**src/rtl/fpu_pipe_chain.sv**
```systemverilog
// Elastic register chain for recoded FP words between FPU stages.
// Each stage has its own valid bit, and empty stages collapse bubbles.
module fpu_pipe_chain #(
  parameter int SIZE  = 32,
  parameter int DEPTH = 3
) (
  input  logic                         clk,
  input  logic                         rst,
  input  logic                         flush,
  input  logic                         in_valid,
  input  logic [SIZE:0]                in_data,
  output logic                         in_ready,
  output logic                         out_valid,
  output logic [SIZE:0]                out_data,
  input  logic                         out_ready,
  output logic [$clog2(DEPTH+1)-1:0]   occupancy
);

  localparam int OCC_W = $clog2(DEPTH+1);

  logic [DEPTH-1:0] v;
  logic [DEPTH-1:0] v_next;
  logic [DEPTH-1:0] load;
  logic [DEPTH:0]   r;
  logic [SIZE:0]    d [DEPTH];

  // A stage is ready when it is empty or any stage between it and the output is
  // empty, or when the sink takes the output word. Each ready is built directly
  // from the valid bits, so no ready term depends on another ready term.
  // NOTE: combinational blocks use blocking '=' with a default first, so no latch is inferred.
  always_comb begin
    logic acc;
    r        = '0;
    r[DEPTH] = out_ready;
    for (int i = 0; i < DEPTH; i++) begin
      acc = out_ready;
      for (int j = i; j < DEPTH; j++) begin
        acc = acc | ~v[j];
      end
      r[i] = acc;
    end
  end

  assign in_ready = r[0] & ~flush;

  // A stage's load is gated during flush, so its data word holds its value.
  always_comb begin
    load    = '0;
    load[0] = in_valid & in_ready;
    for (int i = 1; i < DEPTH; i++) begin
      load[i] = v[i-1] & r[i] & ~flush;
    end
  end

  always_comb begin
    v_next = '0;
    for (int i = 0; i < DEPTH; i++) begin
      v_next[i] = load[i] | (v[i] & ~r[i+1]);
    end
  end

  // NOTE: sequential state uses non-blocking '<=' so all stages shift on the same edge.
  always_ff @(posedge clk or negedge rst) begin
    if (!rst) begin
      v <= '0;
    end else if (flush) begin
      v <= '0;
    end else begin
      v <= v_next;
    end
  end

  // NOTE: the data array is reset as well, because out_data must read zero while in reset.
  always_ff @(posedge clk or negedge rst) begin
    if (!rst) begin
      for (int i = 0; i < DEPTH; i++) begin
        d[i] <= '0;
      end
    end else begin
      if (load[0]) begin
        d[0] <= in_data;
      end
      for (int i = 1; i < DEPTH; i++) begin
        if (load[i]) begin
          d[i] <= d[i-1];
        end
      end
    end
  end

  assign out_valid = v[DEPTH-1];
  assign out_data  = d[DEPTH-1];

  always_comb begin
    logic [OCC_W-1:0] cnt;
    cnt = '0;
    for (int i = 0; i < DEPTH; i++) begin
      cnt = cnt + OCC_W'(v[i]);
    end
    occupancy = cnt;
  end

endmodule

```
**config.mk**
```make
export PLATFORM = sky130hd
export DESIGN_NAME = fpu_pipe_chain
export DESIGN_NICKNAME = d
export VERILOG_FILES = /design/src/rtl/fpu_pipe_chain.sv
export SDC_FILE = /design/constraint.sdc
export NUM_CORES = 1
export LEC_CHECK = 0
export BUFFER_PORTS_ARGS = -buffer_cell sky130_fd_sc_hd__buf_2
export CORE_MARGIN = 3
export CORE_UTILIZATION = 50
export CTS_CLUSTER_SIZE = 14
export DETAILED_ROUTE_END_ITERATION = 10
export PLACE_DENSITY = 0.72
export SYNTH_ARGS = -nofsm -noshare
export SYNTH_HDL_FRONTEND = slang
export SYNTH_SLANG_ARGS = --single-unit
export TNS_END_PERCENT = 10
```
**constraint.sdc**
```tcl
create_clock -name clk -period 2.1 [get_ports clk]
set_clock_uncertainty 0.15 [all_clocks]
set_input_delay 0.105 -clock clk [delete_from_list [all_inputs] [get_ports clk]]
set_output_delay 0.105 -clock clk [all_outputs]
set_load 0.01 [all_outputs]
```
==> qor.yml <==
status: "completed"
drt-wirelength-per-cell_um: 15.2
crit_type: "reg2reg"
critPathLaunchType: "flop"
wl_mm: 6.89
synthAdderAreaFrac_pct: 0.456
drv_slew: 0
hp-class: "in2async"
peakVddDrop_mv: 0.551
muxShareOfSynthArea_pct: 30.5
yosysWarnings: 0
initial_core_util_pct: 52.4
cpPeakStageDelay_ps: 490
path_cells: "nor2b_4 > or3b_2 > buf_4 > mux2_4"
layout_min_cycle_time_ps: 1920
grt_max_degree: 47
slowest_stage: "or3b_2"
finalCritPeriodShare_pct: 91.7
regToRegStartpoint: "v[2]$_DFF_PN0_"
final_cells: 454
tightestPinTransition_ps: 452
num_antenna_cells: 0
pwr_density_cell_nw_per_um2: 1030
synth_compound_area_share_pct: 0.826
cts_setup_buffers: 0
setup_viol: 0
setup_slack_ps: 175
synth_area_sq_um: 4390
fmax_mhz: 519
pre_cts_ws_ps: 87.6
layout-drive-gt1-share_pct: 56.7
final_antenna_net_count: 0
finalSetupTns_ps: 0
gp_congestion: 0.800
reg2reg_slack_ps: 180
clock_latency_ps: 350
power.total_mw: 5.33
core-area_sq_um: 8380
worst_r2r_endpoint: "out_data[13]$_DFFE_PN0P_"
crit_family: "simple AND/OR/NAND/NOR gates"
root_buffer: "clkbuf_8"
synth_xor_area_share_pct: 0
drt_iter0_markers: 71
dieArea_sq_um: 9940
chipWidth_um: 99.7
synth.distinct_cells: 16
rr_worst_depth: 4
drc_errors: 0
mostFrequentLayoutCells: "102 x dfrtp_1, 73 x buf_2, 60 x mux2_4"
maxSlewHeadroom_pct: 69.9
yosysSeqAreaShare_pct: 58.1
crit_arrival_ps: 2010
routed-via-count: 2187
grt_overflow: 0
avgSynthCellArea_sq_um: 16.9
pin_count: 75
via_per_inst: 4.82
cts_tree: "built"
yosys.area_share.simple_pct: 0.855
mostFrequentLayoutCell: "dfrtp_1"
rows: 33
synth-seq-cells: 102
placed_cells: 401
cts_inserted_buffers: 9
antenna_found_initial: 0
path_buf_inv: 1
portBuffers: 74
cts.sinks: 102
power_leakage_nw: 2.59
dp_hpwl_mm: 4.45
synth_top_family_by_area: "multiplexers"
cts_buffer_depth: 2
rsz0062_at_grt: "no"
firstDrtPassIters: 4
synthCells: 260
fin_nets: 384
cp-end-kind: "flop"
h-tree-depth: 3
grt_pass1_vias: 2327
hold_violations: 0
grtUsageTotal_pct: 15.3
cp.required_ps: 2190
path_max_fanout: 14
clk_pin_slew_ps: 90
fp.dieH_um: 99.7
grt_first_pass_wirelength_mm: 12.0
areaGrowthSynthToFinish_pct: 17.4
maxCapViolations: 0
finalHoldWorstSlack_ps: 91.7
synth_nets: 299
[through the flow]
step                area (sq um)  utilization [%]
CTS                         5150             61.4
detailed placement          4580             54.6
floorplan                   4390                -
global placement            4580             54.6
global route                5150             61.5
finish                      5150             61.5
[how the worst max path moves through the flow]
stage / from / end / slack [ps] / depth (start not counted)
CTS: v[2]$_DFF_PN0_ / d[49]$_DFFE_PN0P_ / 70 / 3
global placement: v[2]$_DFF_PN0_ / d[45]$_DFFE_PN0P_ / 160 / 3
detailed placement: v[2]$_DFF_PN0_ / d[60]$_DFFE_PN0P_ / 90 / 3
floorplan: v[2]$_DFF_PN0_ / out_data[10]$_DFFE_PN0P_ / 310 / 5
global route: v[2]$_DFF_PN0_ / out_data[21]$_DFFE_PN0P_ / 120 / 4
finish: v[2]$_DFF_PN0_ / out_data[13]$_DFFE_PN0P_ / 180 / 4
[repair_timing]
| item | in CTS | in global routing |
|---|---|---|
| setup endpoints to repair | 0 | 4 |
| endpoints found under the hold margin | 138 | 0 |
| hold buffers | 38 | 0 |
| resized for setup | 0 | 1 |
[registers in the layout (all words and copies together) (netlist names)]
name	flops
d	66
out_data	33
v	3
[power by group]
| part | internal [mW] | switching, mW | leakage (nW) |
|---|---|---|---|
| clock network | 0.550 | 0.641 | 0.0927 |
| registers | 2.51 | 0.299 | 1.22 |
| logic | 0.865 | 0.465 | 1.28 |
[synthesized netlist by cell type]
library cell	count	area share, %
dfrtp_1	102	58
mux2_4	60	21
mux2_2	39	10
buf_4	33	5.6
buf_6	7	1.8
nor2_1	4	0.34
buf_12	3	1.4
a31oi_1	2	0.28
buf_2	2	0.23
inv_1	2	0.17
a211o_1	1	0.20
a21oi_1	1	0.11
a311o_1	1	0.23
fa_1	1	0.46
nor2b_4	1	0.31
or3b_1	1	0.20
[layout make-up]
class / instances / area, sq um
sequential: 102 / 2550
timing repair buffer: 119 / 831
clock inverter: 5 / 60.1
fill: 638 / 3230
tap: 105 / 131
multi-input combinational: 111 / 1440
clock buffer: 10 / 128
inverter: 2 / 7.51
[layer usage]
metal / vias to the layer above / wire [um] / global-route usage, %
met5: - / 0 / 0
met4: 0 / 58 / 4.73
met3: 5 / 317 / 4.35
met2: 47 / 3310 / 23.7
met1: 1110 / 3200 / 21.2
li1: 1025 / - / -
[logic make-up (layout without fill, tap and decap cells)]
kind of cell,after synthesis,count (layout)
flip-flops,102,102
AO/OA/AOI/OAI,5,5
multiplexers,99,99
buffers and inverters,47,136
AND/OR/NAND/NOR,6,6
adder cells (fa/ha/maj),1,1
Note: power is estimated with default switching activity, not from simulation.
